[src/rtl/addr_bus_arbiter_if.sv]
// Address-bus arbitration signals shared by the arbiter (master) and the
// bus drivers/listeners (slave).
interface addr_bus_arbiter_if #(
  parameter int NUM_REQ = 5
);
  logic [NUM_REQ-1:0] req;
  logic [NUM_REQ-1:0] grant;
  logic [NUM_REQ-1:0] preempt;
  logic [2:0]         owner;
  logic               addr_valid;
  logic               busy;

  modport master (input req, output grant, owner, addr_valid, preempt, busy);
  modport slave  (output req, input grant, owner, addr_valid, preempt, busy);
endinterface

[src/rtl/addr_bus_arbiter.sv]
// Round-robin owner arbiter for the 8-bit address bus with bounded hold time
// and dead turnaround cycles between owners. All outputs are registered.
module addr_bus_arbiter #(
  parameter int NUM_REQ     = 5,
  parameter int MAX_HOLD    = 8,
  parameter int TURN_CYCLES = 1
) (
  input  logic                clock,
  input  logic                reset,
  addr_bus_arbiter_if.master  bus
);
  localparam logic [7:0] HOLD_LAST = (MAX_HOLD == 0) ? 8'd0 : 8'(MAX_HOLD - 1);
  localparam logic [2:0] TURN_LAST = 3'(TURN_CYCLES - 1);
  localparam logic [NUM_REQ-1:0] ONE = {{(NUM_REQ-1){1'b0}}, 1'b1};

  typedef enum logic [1:0] {IDLE, OWN, TURN} state_t;

  state_t             state_q, state_d;
  logic [NUM_REQ-1:0] grant_q, grant_d, preempt_q, preempt_d;
  logic [2:0]         owner_q, owner_d, last_q, last_d;
  logic [7:0]         hold_q, hold_d;
  logic [2:0]         turn_q, turn_d;
  logic               addr_valid_q, addr_valid_d, busy_q, busy_d;

  logic [2*NUM_REQ-1:0] req_rot;
  logic                 win_vld;
  logic [2:0]           win_idx;
  logic [NUM_REQ-1:0]   owner_oh;
  logic                 rel, pre, go_own;

  // Rotate so bit 0 is the index just after the last owner; lowest set bit wins.
  always_comb begin
    req_rot = {bus.req, bus.req} >> (int'(last_q) + 1);
    win_vld = 1'b0;
    win_idx = '0;
    for (int i = 0; i < NUM_REQ; i++) begin
      if (!win_vld && req_rot[i]) begin
        win_vld = 1'b1;
        win_idx = 3'((int'(last_q) + 1 + i >= NUM_REQ) ? int'(last_q) + 1 + i - NUM_REQ
                                                       : int'(last_q) + 1 + i);
      end
    end
  end

  assign owner_oh = ONE << owner_q;
  assign rel      = (bus.req & owner_oh) == '0;
  assign pre      = (MAX_HOLD != 0) && (hold_q == HOLD_LAST) && ((bus.req & ~owner_oh) != '0);

  always_comb begin
    state_d      = state_q;
    grant_d      = grant_q;
    preempt_d    = '0;
    owner_d      = owner_q;
    last_d       = last_q;
    hold_d       = hold_q;
    turn_d       = turn_q;
    addr_valid_d = addr_valid_q;
    busy_d       = busy_q;
    go_own       = 1'b0;
    case (state_q)
      IDLE: go_own = win_vld;
      OWN: begin
        hold_d = (hold_q == 8'hFF) ? hold_q : hold_q + 8'd1;
        if (rel || pre) begin
          state_d      = TURN;
          grant_d      = '0;
          addr_valid_d = 1'b0;
          turn_d       = '0;
          // A simultaneous release wins over preemption: no pulse.
          preempt_d    = (pre && !rel) ? owner_oh : '0;
        end
      end
      TURN: begin
        if (turn_q == TURN_LAST) begin
          if (win_vld) go_own = 1'b1;
          else begin
            state_d = IDLE;
            busy_d  = 1'b0;
          end
        end else begin
          turn_d = turn_q + 3'd1;
        end
      end
      default: state_d = IDLE;
    endcase
    if (go_own) begin
      state_d      = OWN;
      grant_d      = ONE << win_idx;
      owner_d      = win_idx;
      last_d       = win_idx;
      hold_d       = '0;
      addr_valid_d = 1'b1;
      busy_d       = 1'b1;
    end
  end

  always_ff @(posedge clock) begin
    if (reset) begin
      state_q      <= IDLE;
      grant_q      <= '0;
      preempt_q    <= '0;
      owner_q      <= '0;
      last_q       <= 3'(NUM_REQ - 1);
      hold_q       <= '0;
      turn_q       <= '0;
      addr_valid_q <= 1'b0;
      busy_q       <= 1'b0;
    end else begin
      state_q      <= state_d;
      grant_q      <= grant_d;
      preempt_q    <= preempt_d;
      owner_q      <= owner_d;
      last_q       <= last_d;
      hold_q       <= hold_d;
      turn_q       <= turn_d;
      addr_valid_q <= addr_valid_d;
      busy_q       <= busy_d;
    end
  end

  assign bus.grant      = grant_q;
  assign bus.preempt    = preempt_q;
  assign bus.owner      = owner_q;
  assign bus.addr_valid = addr_valid_q;
  assign bus.busy       = busy_q;
endmodule

[src/flat_wrapper.sv]
// flat-port wrapper written by rule: the top's interface ports become plain ports
module addr_bus_arbiter_flat 
#(
  parameter int NUM_REQ     = 5,
  parameter int MAX_HOLD    = 8,
  parameter int TURN_CYCLES = 1
)
  (clock, reset, bus_req, bus_grant, bus_owner, bus_addr_valid, bus_preempt, bus_busy);
  addr_bus_arbiter_if #(.NUM_REQ(NUM_REQ)) bus_i ();
  input  logic clock;
  input  logic reset;
  input wire logic [$bits(bus_i.req)-1:0] bus_req;
  output wire logic [$bits(bus_i.grant)-1:0] bus_grant;
  output wire logic [$bits(bus_i.owner)-1:0] bus_owner;
  output wire logic [$bits(bus_i.addr_valid)-1:0] bus_addr_valid;
  output wire logic [$bits(bus_i.preempt)-1:0] bus_preempt;
  output wire logic [$bits(bus_i.busy)-1:0] bus_busy;
  assign bus_i.req = bus_req;
  assign bus_grant = bus_i.grant;
  assign bus_owner = bus_i.owner;
  assign bus_addr_valid = bus_i.addr_valid;
  assign bus_preempt = bus_i.preempt;
  assign bus_busy = bus_i.busy;
  addr_bus_arbiter #(.NUM_REQ(NUM_REQ), .MAX_HOLD(MAX_HOLD), .TURN_CYCLES(TURN_CYCLES)) u_core (.clock(clock), .reset(reset), .bus(bus_i));
endmodule
[config.mk]
export PLATFORM = sky130hd
export DESIGN_NAME = addr_bus_arbiter_flat
export DESIGN_NICKNAME = d
export VERILOG_FILES = /design/src/rtl/addr_bus_arbiter_if.sv /design/src/rtl/addr_bus_arbiter.sv /design/src/flat_wrapper.sv
export SDC_FILE = /design/constraint.sdc
export NUM_CORES = 1
export LEC_CHECK = 0
export CORE_ASPECT_RATIO = 1.25
export CORE_MARGIN = 4
export CORE_UTILIZATION = 46
export DETAILED_ROUTE_END_ITERATION = 10
export PLACE_DENSITY = 0.67
export SYNTH_ARGS = -nofsm -noshare
export SYNTH_HDL_FRONTEND = slang
export SYNTH_SLANG_ARGS = --single-unit
export TNS_END_PERCENT = 5
[constraint.sdc]
create_clock -name clock -period 4 [get_ports clock]
set_input_delay 0.6 -clock clock [delete_from_list [all_inputs] [get_ports clock]]
set_output_delay 0.6 -clock clock [all_outputs]
set_load 0.03 [all_outputs]
# [Word level (Yosys, flattened, before mapping)]
# Cells that the tools add are included.
[totals] regBits=31 out_inout_bits=15 wordCells=116
[classes] n_addsub=12 muxes=36 eq_ne=13 bitwise=8 reduce_logical=29 shift=3 order_cmp=5
[ops] operator="32-bit by 4-bit >= comparator with 1-bit output, second input constant" count=4
[ops] operator="3-bit two-way mux" count=12
[ops] operator="1-bit two-way mux" count=15
[ops] operator="5-bit two-way mux" count=3
[ops] operator="3-bit subtractor, second input constant" count=5
[ops] operator="4-bit by 2-bit adder with 5-bit output, second input constant" count=2
[ops] operator="5-bit AND" count=2
[ops] operator="2-bit nonzero test" count=5
[ops] operator="1-bit by 3-bit << shifter with 5-bit output, first input constant" count=2
[ops] operator="10-bit by 4-bit right shift with 5-bit output" count=1
[ops] operator="8-bit by 1-bit adder with 8-bit output, second input constant" count=1
[ops] operator="8-bit by 3-bit == test with 1-bit output, second input constant" count=1
[ops] operator="8-bit == test, second input constant" count=1
[ops] operator="4-bit AND reduction" count=2
[ops] operator="1-bit logical AND" count=6
[ops] operator="2-bit two-way mux" count=3
[ops] operator="2-bit by 1-bit inequality test with 1-bit output, second input constant" count=3
[ops] operator="2-bit inequality test, second input constant" count=3
[ops] operator="3-bit by 1-bit inequality test with 1-bit output, second input constant" count=2
[ops] operator="2-bit one-hot mux with 3 select lines" count=1
[ops] operator="3-bit one-hot mux with 2 select lines" count=1
[ops] operator="3-bit AND reduction" count=2
[ops] operator="4-bit by 1-bit adder with 5-bit output, second input constant" count=1
[ops] operator="4-bit by 3-bit adder with 5-bit output, second input constant" count=1
[ops] operator="other kinds (18)" count=27

# [Longest topological paths before layout]
# Gate-level depths: netlist of the first run.
[depth] ltp_word=20 depth_mapped=14 depth_no_buf=11

# [Worst setup path after synthesis of the first run]
# Ideal clock, no wire load.
[synth_path] kind="reg2reg" startpoint="reg u_core.last_q[0]" endpoint="reg u_core.grant_q[1] (netlist: u_core.bus.grant[1])" synth_period_minus_slack_ps=3107 path_slack_ps=893 arrival_time_ps=3035 required_time_ps=3928 setup_ps=72 path_stages_with_launch=15 path_cell_list="dfxtp_1 > buf_6 > buf_2 > inv_1 > buf_2 > ha_1 > clkbuf_1 > nand2b_1 > or4b_4 > a21oi_2 > a2111oi_2 > o21ai_2 > o211ai_2 > or4_1 > o2bb2ai_1"
[synth_between] elab_chain_len=20 elab_cells_between_ends=47 classes_between="add/sub (10); order compare (5); shift (2); mux (19); reduce/logical (11)"
[synth_rtl] element="start: declaration" line_no="addr_bus_arbiter.sv:20" rtl="logic [2:0] owner_q, owner_d, last_q, last_d;"
[synth_rtl] element="start signal: assignment" line_no="addr_bus_arbiter.sv:103" rtl="last_q <= 3'(NUM_REQ - 1);"
[synth_rtl] element="start signal: assignment" line_no="addr_bus_arbiter.sv:113" rtl="last_q <= last_d;"
[synth_rtl] element="3-bit by 1-bit adder with 4-bit output *" line_no="addr_bus_arbiter.sv:33, addr_bus_arbiter.sv:39"
[synth_rtl] element="parallel branches: the longest is 19 deep, another holds 32-bit by 4-bit >= comparator with 1-bit output"
[synth_rtl] element="end signal: assignment" line_no="addr_bus_arbiter.sv:110" rtl="grant_q <= grant_d;"
[synth_rtl] element="end: declaration" line_no="addr_bus_arbiter.sv:19" rtl="logic [NUM_REQ-1:0] grant_q, grant_d, preempt_q, preempt_d;"
# Every way passes the cells marked *.
# A chain may end at the register's enable or synchronous reset.

# [Worst setup path in the final report of the first run]
[layout_path] startpoint="in bus_req[2]" endpoint="reg u_core.grant_q[0] (netlist: u_core.bus.grant[0])"
[layout_between] elab_chain_len=19 elab_cells_between_ends=33 classes_between="shift (2); mux (14); bitwise (2); reduce/logical (15)"
[layout_rtl] element="start: declaration" line_no="flat_wrapper.sv:12" rtl="input wire logic [$bits(bus_i.req)-1:0] bus_req;"
[layout_rtl] element="10-bit by 4-bit right shift with 5-bit output" line_no="addr_bus_arbiter.sv:33" rtl="req_rot = {bus.req, bus.req} >> (int'(last_q) + 1);"
[layout_rtl] element="1-bit two-way mux" line_no="addr_bus_arbiter.sv:37" rtl="if (!win_vld && req_rot[i]) begin"
[layout_rtl] element="1-bit zero test" line_no="addr_bus_arbiter.sv:37"
[layout_rtl] element="1-bit logical AND" line_no="addr_bus_arbiter.sv:37"
[layout_rtl] element="1-bit two-way mux" line_no="addr_bus_arbiter.sv:37"
[layout_rtl] element="1-bit zero test" line_no="addr_bus_arbiter.sv:37"
[layout_rtl] element="1-bit logical AND" line_no="addr_bus_arbiter.sv:37"
[layout_rtl] element="1-bit two-way mux" line_no="addr_bus_arbiter.sv:37"
[layout_rtl] element="[3 not listed]"
[layout_rtl] element="1-bit zero test" line_no="addr_bus_arbiter.sv:37"
[layout_rtl] element="1-bit logical AND" line_no="addr_bus_arbiter.sv:37"
[layout_rtl] element="1-bit two-way mux" line_no="addr_bus_arbiter.sv:37"
[layout_rtl] element="1-bit two-way mux" line_no="addr_bus_arbiter.sv:75" rtl="if (win_vld) go_own = 1'b1;"
[layout_rtl] element="1-bit two-way mux" line_no="addr_bus_arbiter.sv:74" rtl="if (turn_q == TURN_LAST) begin"
[layout_rtl] element="1-bit one-hot mux with 2 select lines" line_no="addr_bus_arbiter.sv:60" rtl="case (state_q)"
[layout_rtl] element="2-bit nonzero test (no source line)"
[layout_rtl] element="2-bit AND reduction (no source line)"
# Several ways; a longest one is shown, not always the timed one.

==> results of run 1 <==
==> tightest hold or removal path: cells and delay by family, from the launching register on <==
kind	cells	cell delay, ps
simple gates	1	50
flops	1	310
compound gates	1	50
==> area by class of cell <==
| cell class | instances | area [µm²] |
|---|---|---|
| inverter | 18 | 67.56 |
| sequential | 29 | 580.6 |
| clock buffer | 5 | 68.82 |
| fill | 536 | 2555 |
| clock inverter | 1 | 5.005 |
| tap | 64 | 80.08 |
| timing repair buffer | 29 | 270.3 |
| multi-input combinational | 247 | 1778 |
==> power by group <==
part / switching, W / leakage, nW / internal (W)
clock network: 0.000100 / 0.0399 / 0.000114
logic: 0.000845 / 0.769 / 0.000553
registers: 0.0000444 / 0.236 / 0.000332
total: 0.000990 / 1.05 / 0.000998
==> flip-flops by register name, indices dropped and copies added, names as in the netlist <==
signal and cells:
u_core.bus.owner 1, u_core.bus.addr_valid 1, u_core.bus.busy 1, u_core.bus.preempt 5
u_core.bus.grant 5, u_core.turn_q 3, u_core.hold_q 8, u_core.state_q 2
u_core.last_q 3
==> through the flow <==
step | total power (W) | hold WS (ps) | setup slack [ps] | instances | utilization, %
final | 0.001988 | 459.7 | 776.5 | 393 | 52.73
after global routing | 0.002158 | 492.8 | 523.0 | 393 | 52.73
after CTS | 0.001992 | 469.3 | 843.7 | 393 | 52.73
after detailed placement | 0.001768 | 455.5 | 575.1 | 387 | 51.37
after global placement | 0.001760 | 447.9 | 616.1 | 387 | 51.37
after floorplan | 0.001466 | 446.3 | 893.2 | 318 | -
==> worst paths after layout <==
check                   startpoint                   to  slack (ps)  cells past startpoint
setup / recovery        bus_req[2]  u_core.bus.grant[0]         780                      9
hold / removal     u_core.bus.busy      u_core.bus.busy         460                      2
setup reg to reg  u_core.last_q[1]  u_core.bus.grant[3]         970                     10
hold reg to reg    u_core.bus.busy      u_core.bus.busy         460                      2
==> cell families after synthesis <==
family | synth area share (%)
compound gates | 28.28
simple gates | 23.40
mux | 4.729
flops | 22.62
fa+ha+maj | 7.801
buf+inv | 8.093
xor+xnor | 5.071
==> synthesized netlist by cell type, types with 5 or more instances <==
| master | count |
|---|---|
| o21ai_0 | 12 |
| xnor2_1 | 6 |
| nand3_1 | 6 |
| buf_2 | 7 |
| and2_1 | 6 |
| a21oi_1 | 16 |
| nor3_1 | 10 |
| dfxtp_1 | 29 |
| clkbuf_1 | 9 |
| a211oi_1 | 6 |
| nand2_1 | 22 |
| nor4_1 | 7 |
| mux2i_1 | 7 |
| nor2_1 | 27 |
| inv_1 | 17 |
| nand2b_1 | 9 |
| xor2_1 | 7 |
| ha_1 | 16 |
| a21o_1 | 5 |
==> routing by layer <==
metal	GRT usage [%]	part of all wire (%)
met1	24.16	44
met3	3.212	3.3
met2	31.67	50
met4	8.754	2.7
met5	0	0
==> metrics.yaml, run 1 <==
fin_setup_tns_ps: 0
synth.top_cell.area_share_pct: 22.62
worstSkewPairLatency_ps: 280
postSynth.asyncResetShare_pct: 0
layout_commonest_cell: "dfxtp_1"
overflow: 0
max_freq_ghz: 0.3102
pwr_density_cell_mw_per_mm2: 697.6
tightest_slew_ps: 689.9
syn_nets: 341
cp_data_required_time_ps: 4220
rsz0062_at_grt: "no"
hold_viol: 0
synth_edf_count: 0
clock_sinks: 29
crit_chain: "clkdlybuf4s50_1 -> mux2_4 -> a2111oi_2 -> a311o_2 -> nand3_2 -> o22ai_2 -> nand2b_1 -> nor2_1 -> a22o_1"
cp-start-kind: "input port"
detailedRoute.firstPassIterationCount: 4
fp.dieArea_mm2: 0.006845
vias_per_cell: 6.120
slowest_stage: "clkdlybuf4s50_1"
synth_cell_type_count: 71
synthCells: 318
cp_max_fo: 12
num-nets-final: 353
io_pins: 22
static-leakage-power_nw: 1.045
cts-root-buf: "clkbuf_8"
cp_num_buf_inv: 1
cts_tree: "yes"
vdd.ir_drop.worst_uv: 354.3
cp_slowest_stage_delay_ps: 560
cp_top_family: "compound AO/OA/AOI/OAI gates"
antenna_found_initial: 0
path_clk_slew_ps: 60
maxSlewViolCount: 0
clockBufferDepth: 2
final_cell_area_mm2: 0.002850
relSlewSlack_pct: 53.86
worstSetupEndpointType: "flip-flop"
io_buffer_count: 21
synth_warnings: 0
wl_per_cell_um: 16.04
post-dp-hpwl_mm: 4.730
hp-class: "reg2reg"
dpl-instance-area_mm2: 0.002776
ctsHoldBuffers: 0
yosys-top-cells-area: "dfxtp_1 23%, ha_1 7.8%, nor2_1 3.9%"
period_share_pct: 80.59
cap_viol_max_count: 0
ys_seq_area_share_pct: 22.62
grt_pass1_wl_mm: 10.61
timing_worst_setup_path_type: "in2reg"
antenna_left: 0
synth_seq_cells: 29
critical_path_arrival_ps: 3450
grt_start_max_net_pins: 27
finClkSkew_ps: 5.156
fin_crit_ps: 3223
grtUsageTotal_pct: 19.34
setup_violations: 0
syn_to_final_growth_pct: 11.07
postSynthAreaPerCell_um2: 8.070
synth-main-ff-cell: "dfxtp_1"
die_y_um: 91.51
cts_buffers: 5
status: "complete, no violations"
post_cts_buffers: 0
finalWirelength_mm: 6.304
core_area_mm2: 0.005405
vias: 2405
cts_resized: 0
final_cell_mix: "29 x dfxtp_1, 27 x nor2_1, 22 x nand2_1"
synth_largest_area_cell: "dfxtp_1"
drt_iter0_drc: 115
start_util_pct: 47.48
drc: 0
num_antenna_cells: 0
grt_pass1_vias: 2304
rows: 30
place.gp.congestion: 0.8876
htree_levels: 2
drive_gt1_share_pct: 12.46
fp.dieW_um: 74.81
syn_area_mm2: 0.002566
No activity file was read; power rests on OpenSTA's default activity.
==> run 2: changes to the inputs <==
Settings changed: PLACE_DENSITY 0.67 to 0.69.
Clock period 4 ns to 2.7 ns, I/O delays scaled along.
==> run 2 against run 1 <==
Clock power up 82%. Sequential share of layout area is 3.5 points lower. Setup slack got worse by 750 ps. Critical path type is now reg2reg. Largest cell class unchanged.
==> metrics.yaml, run 2 (same netlist as run 1, synthesis figures left out) <==
clockBufferDepth: 2  # unchanged
fp.dieW_um: 74.81  # unchanged
cts_tree: "yes"
cp-start-kind: "flip-flop"
slowest_stage: "or4b_1"
timing_worst_setup_path_type: "reg2reg"
period_share_pct: 99.11
grt_start_max_net_pins: 19  # -30%
vias: 2612  # +8.6%
min_from: "u_core.bus.busy"
tightest_slew_ps: 491.3  # -198.6 ps
fin_setup_tns_ps: 0  # unchanged
die_y_um: 91.51  # unchanged
max_freq_ghz: 0.3737
cts-root-buf: "clkbuf_8"
antenna_found_initial: 0  # unchanged
drive_gt1_share_pct: 30.03  # +18 points
core_area_mm2: 0.005405  # unchanged
place.gp.congestion: 0.9797  # +10%
post-dp-hpwl_mm: 5.202  # +10%
top_register: "u_core.hold_q"
final_cell_area_mm2: 0.003473  # +22%
clock_sinks: 29  # unchanged
cap_viol_max_count: 0  # unchanged
power_w: 0.003733  # +88%
drt_iter0_drc: 134  # +17%
cp_slowest_stage_delay_ps: 530  # -30 ps
worstSetupEndpointType: "flip-flop"
crit_chain: "buf_4 -> buf_8 -> nand2b_2 -> a311o_1 -> o211ai_2 -> nor2_1 -> a311oi_2 -> o22ai_2 -> or4b_1 -> o2bb2ai_2"
num_antenna_cells: 0  # unchanged
wl_per_cell_um: 15.73  # -1.9%
critical_path_arrival_ps: 2890  # -560 ps
start_util_pct: 47.48  # unchanged
hp-class: "reg2reg"
utilization_pct: 64.26  # +12 points
vias_per_cell: 5.843  # -4.5%
maxSlewViolCount: 0  # unchanged
layout_commonest_cell: "buf_4"
dpl-instance-area_mm2: 0.003153  # +14%
fin_crit_ps: 2676
status: "complete, no violations"
finalWirelength_mm: 7.031  # +12%
relSlewSlack_pct: 67.10  # +13 points
regToRegStartpoint: "u_core.last_q[0]"
antenna_left: 0  # unchanged
fp.dieArea_mm2: 0.006845  # unchanged
crit_path_start: "u_core.last_q[0]"
fillers: 467  # -13%
grtUsageTotal_pct: 20.76  # +1.4 points
num-nets-final: 405  # +15%
cts_buffers: 5  # unchanged
preCtsSetupSlack_ps: -244.6  # -819.7 ps
static-leakage-power_nw: 1.361  # +30%
final_cell_mix: "54 x buf_4, 27 x nor2_1, 26 x dfxtp_1"
worst_slack_ps: 24.15  # -752.4 ps
worstSkewPairLatency_ps: 280  # about the same
setup_violations: 0  # unchanged
grt_pass1_vias: 2439  # +5.9%
rsz0062_at_grt: "yes"
htree_levels: 2  # unchanged
pwr_density_cell_mw_per_mm2: 1075  # +54%
io_pins: 22  # unchanged
cp_data_required_time_ps: 2920  # -1300 ps
grt_pass1_wl_mm: 11.34  # +7.0%
syn_to_final_growth_pct: 35.35
rows: 30  # unchanged
overflow: 0  # unchanged
hold_viol: 0  # unchanged
io_buffer_count: 21  # unchanged
drc: 0  # unchanged
cp_max_fo: 15  # +3
largest_register_ffs: 8  # unchanged
vdd.ir_drop.worst_uv: 565.6  # +60%
path_clk_slew_ps: 60  # about the same
detailedRoute.firstPassIterationCount: 4  # unchanged
finClkSkew_ps: 9.919  # +4.763 ps
[run 2: layout make-up]
| cell class | instances | area, µm² | share of cell area, % |
|---|---|---|---|
| multi-input combinational | 247 | 1936 | 55.73 |
| timing repair buffer | 81 | 704.4 | 20.28 |
| sequential | 29 | 584.3 | 16.82 |
| clock buffer | 7 | 96.34 | 2.774 |
| tap | 64 | 80.08 | 2.305 |
| inverter | 18 | 67.56 | 1.945 |
| clock inverter | 1 | 5.005 | 0.1441 |
[run 2: power by group]
part	internal (W)	switching (W)
Combinational	0.00131	0.00149
Sequential	0.000495	0.0000541
Clock	0.000230	0.000159
Total	0.00203	0.00170
[run 2: worst max-delay path, delay by kind of cell (launching register included)]
kind                   cells  cell delay, ps
DFF                        1             320
buffers and inverters      2             320
and+or+nand+nor            3             930
AOI/OAI and AO/OA          5            1030
[run 2: routing by layer]
metal / wire length (µm) / track usage (%) / up-vias
met5: 0 / 0 / -
met4: 212 / 10.68 / 0
met3: 250 / 2.658 / 18
met2: 3670 / 35.19 / 66
met1: 2897 / 24.73 / 1225
li1: - / - / 1303
[run 2: path summary, 6_finish.rpt]
check                                      endpoint  slack (ps)  cells past startpoint
worst max register to register  u_core.bus.grant[3]          20                     10
worst max-delay path            u_core.bus.grant[3]          20                     10
worst min-delay path                u_core.bus.busy         460                      2
worst min register to register      u_core.bus.busy         460                      2
[run 2: what timing repair did]
action | in CTS | in global routing
setup endpoints to repair | 6 | 11
hold buffers | 0 | 0
pin swaps | 0 | 10
buffers inserted | 1 | 4
resized for setup | 6 | 26
[run 2: metrics by stage]
stage | cells | hold slack, ps
3_3_place_gp | 434 | 453.7
2_1_floorplan | 318 | 446.3
4_1_cts | 443 | 461.4
3_5_place_dp | 434 | 449.4
6_report | 447 | 459.5
5_1_grt | 447 | 483.6
==> run 3: changes to the inputs <==
Settings changed: CTS_BUF_LIST from default to sky130_fd_sc_hd__clkbuf_4 sky130_fd_sc_hd__clkbuf_8 sky130_fd_sc_hd__clkbuf_16, PLACE_DENSITY 0.69 to 0.68, RECOVER_POWER from default to 50.
==> run 3 against run 2 <==
Setup slack improved by 43 ps. Flip-flop and latch count unchanged. Core utilization increased by 0.44 points. Clock power decreased by 6.7%. Die area unchanged. Via count decreased by 1.1%. Sequential share of layout area decreased by 0.079 points. First-iteration DRC count increased by 57%. Clock skew decreased by 2.6 ps. Final cell count increased by 0.45%. Critical path type unchanged.
==> metrics.yaml, run 3 (same netlist as run 1, synthesis figures left out) <==
status: "complete, no violations"
fp.dieW_um: 74.81  # unchanged
p_sw_share_pct: 45.45  # -0.11 points
grtUsageTotal_pct: 21.08  # +0.32 points
io_pins: 22  # unchanged
relSlewSlack_pct: 65.45  # -1.6 points
static-leakage-power_nw: 1.412  # +3.8%
grt_pass1_vias: 2480  # +1.7%
critical_path_arrival_ps: 2800  # -90 ps
start_util_pct: 47.48  # unchanged
power_frac_comb_pct: 75.9  # +1.0 points
overflow: 0  # unchanged
num-nets-final: 408  # +0.74%
pwr_density_cell_mw_per_mm2: 1091  # +1.5%
drive_gt1_share_pct: 31.69  # +1.7 points
hp-class: "reg2reg"
place.gp.congestion: 1.026  # +4.7%
cp_data_required_time_ps: 2870  # -50 ps
timing_worst_setup_path_type: "reg2reg"
final_cell_mix: "58 x buf_4, 27 x nor2_1, 27 x dfxtp_1"
cts_tree: "yes"
period_share_pct: 97.51  # -1.6 points
maxSlewViolCount: 0  # unchanged
vdd.ir_drop.worst_uv: 589.8  # +4.3%
seqPwrFrac_pct: 14.6  # about the same
cp_max_fo: 6  # -9
num_antenna_cells: 0  # unchanged
clock_sinks: 29  # unchanged
cts-root-buf: "clkbuf_8"
worstSetupEndpointType: "flip-flop"
max_freq_ghz: 0.3798  # +1.6%
core_area_mm2: 0.005405  # unchanged
drc: 0  # unchanged
power_w: 0.003814  # +2.2%
io_buffer_count: 21  # unchanged
cts_buffers: 5  # unchanged
pwr-share-clk_pct: 9.5  # -0.9 points
place_inst: 435  # +0.23%
hold_viol: 0  # unchanged
p_sw_w: 0.001734  # +1.9%
fp.dieArea_mm2: 0.006845  # unchanged
path_clk_slew_ps: 60  # about the same
cap_viol_max_count: 0  # unchanged
grt_pass1_wl_mm: 11.59  # +2.1%
syn_to_final_growth_pct: 36.27
tightest_slew_ps: 516.6  # +25.35 ps
detailedRoute.firstPassIterationCount: 4  # unchanged
utilization_pct: 64.70  # +0.44 points
wl_per_cell_um: 15.90  # +1.1%
cp-start-kind: "flip-flop"
setup_violations: 0  # unchanged
fin_crit_ps: 2633  # -43.00 ps
preCtsSetupSlack_ps: -225.0  # +19.56 ps
die_y_um: 91.51  # unchanged
clockBufferDepth: 2  # unchanged
htree_levels: 2  # unchanged
rows: 30  # unchanged
layout_commonest_cell: "buf_4"
largest_register_ffs: 8  # unchanged
finalWirelength_mm: 7.140  # +1.6%
worst_slack_ps: 67.15  # +43.00 ps
vias_per_cell: 5.751  # -1.6%
antenna_found_initial: 0  # unchanged
intPower_w: 0.002081  # +2.4%
vias: 2582  # -1.1%
finClkSkew_ps: 7.270  # -2.649 ps
top_register: "u_core.hold_q"
drt_iter0_drc: 211  # +57%
whs_ps: 464.1  # +4.625 ps
post-dp-hpwl_mm: 5.323  # +2.3%
layout.cells.non_filler: 449  # +0.45%
rsz0062_at_grt: "yes"
worstSkewPairLatency_ps: 280  # about the same
ctsHoldBuffers: 0  # unchanged
antenna_left: 0  # unchanged
grt_start_max_net_pins: 19  # unchanged
[run 3: power by group through the flow]
stage          Clock [W]  Sequential [W]  Combinational [W]
3_3_place_gp           0        0.000554            0.00248
5_1_grt         0.000391        0.000566            0.00313
3_5_place_dp           0        0.000555            0.00249
6_report        0.000363        0.000557            0.00289
2_1_floorplan          0        0.000615            0.00161
4_1_cts         0.000372        0.000547            0.00254
[run 3: path summary, 6_finish.rpt]
| path | start | endpoint | slack, ps | cells past startpoint |
|---|---|---|---|---|
| hold / removal | u_core.bus.grant[4] | u_core.bus.grant[4] | 460 | 1 |
| hold reg to reg | u_core.bus.grant[4] | u_core.bus.grant[4] | 460 | 1 |
| setup / recovery | u_core.last_q[1] | u_core.bus.grant[4] | 70 | 12 |
| setup reg to reg | u_core.last_q[1] | u_core.bus.grant[4] | 70 | 12 |
[run 3: final cells by class]
cell class	count	area, µm²
inverters	18	72.57
multi-input cells	247	1961
repair buffers	84	708.2
clock buffers	7	90.09
fillers	464	1908
flip-flops and latches	29	585.6
well taps	64	80.08
[run 3: worst max-delay path, stage by stage, from the launching register on]
cell	delay [ps]
dfxtp_4	370
ha_4	160
xor2_4	160
buf_6	130
inv_1	40
ha_2	160
a211o_1	340
or4_4	430
a21oi_2	150
or3_1	120
a31oi_1	80
buf_4	170
a32o_1	210
[run 3: routing by layer]
layer	wire length (µm)	track usage, %
met1	2870	24.76
met2	3856	36.66
met3	227	3.654
met4	185	8.457
met5	0	0
[run 3: metrics by stage]
stage | TNS (ps) | area, µm²
final | 0 | 3497
after global routing | -83.24 | 3497
after CTS | 0 | 3271
after detailed placement | -898.3 | 3161
after global placement | -557.3 | 3161
after floorplan | -231.6 | 2614
[run 3: repair_timing]
action,CTS,global route
pin swaps,1,17
gates resized for setup,6,35
endpoints found under the setup margin,2,20
buffers inserted,0,7
==> variant: new RTL, config.mk and constraints of run 2 <==
`NUM_REQ` is set to 5 in 3 places; all go to 4.
--- a/src/rtl/addr_bus_arbiter_if.sv
+++ b/src/rtl/addr_bus_arbiter_if.sv
@@ -2,5 +2,5 @@
 // bus drivers/listeners (slave).
 interface addr_bus_arbiter_if #(
-  parameter int NUM_REQ = 5
+  parameter int NUM_REQ = 4
 );
   logic [NUM_REQ-1:0] req;
--- a/src/rtl/addr_bus_arbiter.sv
+++ b/src/rtl/addr_bus_arbiter.sv
@@ -2,5 +2,5 @@
 // and dead turnaround cycles between owners. All outputs are registered.
 module addr_bus_arbiter #(
-  parameter int NUM_REQ     = 5,
+  parameter int NUM_REQ     = 4,
   parameter int MAX_HOLD    = 8,
   parameter int TURN_CYCLES = 1
--- a/src/flat_wrapper.sv
+++ b/src/flat_wrapper.sv
@@ -2,5 +2,5 @@
 module addr_bus_arbiter_flat 
 #(
-  parameter int NUM_REQ     = 5,
+  parameter int NUM_REQ     = 4,
   parameter int MAX_HOLD    = 8,
   parameter int TURN_CYCLES = 1
Interface: changed (resized bus_grant, bus_preempt and bus_req); port bits go from 22 to 19. The function was not compared with the original's and may differ.
==> variant against run 2 <==
Sequential cell count shrank 1. Worst setup slack better by 0.28 ns. Power decreased by 42%. Final cell count down 32%. Final area is 36% lower. Count of clock-buffer cells in the layout fell by 4. Synthesized area shrank 26%. Via count shrank 36%. Hold slack better by 0.018 ns. Routed wire length shrank 40%. Critical endpoint is now u_core.bus.grant[0]. Largest power group unchanged.
==> variant: results (changes against run 2) <==
* Status: finished clean
* Tot GR Track Use at 17.9% (-2.8 points)
* Worst Hold Launch: u_core.bus.grant[2]
* CTS buffer count at 3 (-2)
* Sequential element share of the synthesized area at 29.4% (+6.7 points)
* Layout cells sized above 1 at 11.2% (-19 points)
* Peak supply drop at 0.504 mV (-11%)
* First-pass GRT wire length at 7560 um (-33%)
* R2r endpoint: u_core.bus.grant[0]
* Dpl cells at 300 (-31%)
* Synth top area cells: dfxtp_1 (29%), ha_1 (7.2%), nor2_1 (4.5%)
* Max_slew headroom at 65.8% (-1.3 points)
* Multiplexer area fraction after synthesis at 5.57% (+0.84 points)
* Setup Skew at 0.00211 ns (-0.00781 ns)
* Routability Congestion at 0.892 (-8.9%)
* Post-CTS sizing at 0 (-6)
* Post-synth top cells: dfxtp_1 (28), nor2_1 (23), inv_1 (17), a21oi_1 (14)
* Worst r2r path cells at 10 (unchanged)
* RR Startpoint: u_core.last_q[0]
* Via count at 1676 (-36%)
* Leak Pwr at 0.891 nW (-35%)
* CTS clk-pin slew, worst paths at 0.09 ns (+0.03 ns)
* Final hold slack at 0.477 ns (+0.0179 ns)
* Vias per cell at 5.53 (-5.3%)
* Synth Area per Inst at 8.49 um2 (+5.2%)
* Post-CTS Setup Bufs at 0 (-1)
* Worst reg-to-reg setup slack at 0.30 ns (+0.28 ns)
* Synth Area in Compound Gates at 22.0% (-6.3 points)
* Synth Area in Adders at 7.21% (-0.59 points)
* Syn nets at 242 (-29%)
* Total Routed Length at 4230 um (-40%)
* Final nets at 268 (-34%)
* CP arrival at 2.57 ns (-0.32 ns)
* Largest net degree at the start of global routing at 21 (+2)
* Initial antenna violation count at 0 (unchanged)
* Post-Synth XOR/XNOR Area at 4.13% (-0.94 points)
* Crit path max fanout at 6 (-9)
* H-Tree Depth at 1 (-1)
* Netlist cell types at 58 (-18%)
* I/O Buffers at 18 (-14%)
variant: cells by family (layout without fill, tap and decap cells):
logic type,count (synthesis),after routing
simple gates,80,80
mux,9,9
xor+xnor,9,9
compound gates,60,60
flops,28,28
fa+ha+maj,11,11
buf+inv,28,52
variant: per-layer routing:
metal  track usage (%)  vias up  share of wire [%]
met5                 0        -                  0
met1              22.0      777                 45
met2              31.0       26                 50
li1                  -      863                  -
met4              8.09        0                2.6
met3              1.83       10                2.4
variant: how the worst max path moves through the flow:
| stage | from | to | slack, ns | cells after the start |
|---|---|---|---|---|
| floorplan | u_core.last_q[0] | u_core.bus.grant[0] | 0.37 | 11 |
| global placement | bus_req[1] | u_core.bus.grant[3] | 0.03 | 7 |
| detailed placement | bus_req[1] | u_core.bus.grant[0] | 0.04 | 7 |
| CTS | u_core.last_q[0] | u_core.bus.grant[0] | 0.30 | 7 |
| global route | u_core.last_q[0] | u_core.bus.grant[0] | 0.11 | 7 |
| finish | u_core.last_q[0] | u_core.bus.grant[0] | 0.30 | 10 |
variant: critical path: stages (launching register included):
cell and delay [ns]:
dfxtp_1 0.42, inv_1 0.14, ha_1 0.37, inv_1 0.13, ha_1 0.18, a21oi_1 0.07
nor3_1 0.20, nand3_1 0.12, and2_1 0.18, a22o_1 0.22, a32o_1 0.26
variant: per-stage QoR:
| stage | instance area (um2) | power [mW] | worst slack (ns) |
|---|---|---|---|
| CTS | 2220 | 2.18 | 0.297 |
| floorplan | 1910 | 1.56 | 0.368 |
| global placement | 2180 | 1.95 | 0.0334 |
| finish | 2220 | 2.17 | 0.303 |
| detailed placement | 2180 | 1.95 | 0.0433 |
| global route | 2220 | 2.37 | 0.107 |
variant: cell type report:
class                   count  area, um2
multi-input cells         169       1200
clock buffers               3       41.3
flip-flops and latches     28        561
repair buffers             32        285
inverters                  17       63.8
fillers                   389       1660
well taps                  54       67.6
variant: power by group:
| part | total, mW | switching (mW) | internal (mW) |
|---|---|---|---|
| clock | 0.225 | 0.125 | 0.100 |
| combinational | 1.39 | 0.783 | 0.606 |
| sequential | 0.556 | 0.0689 | 0.487 |
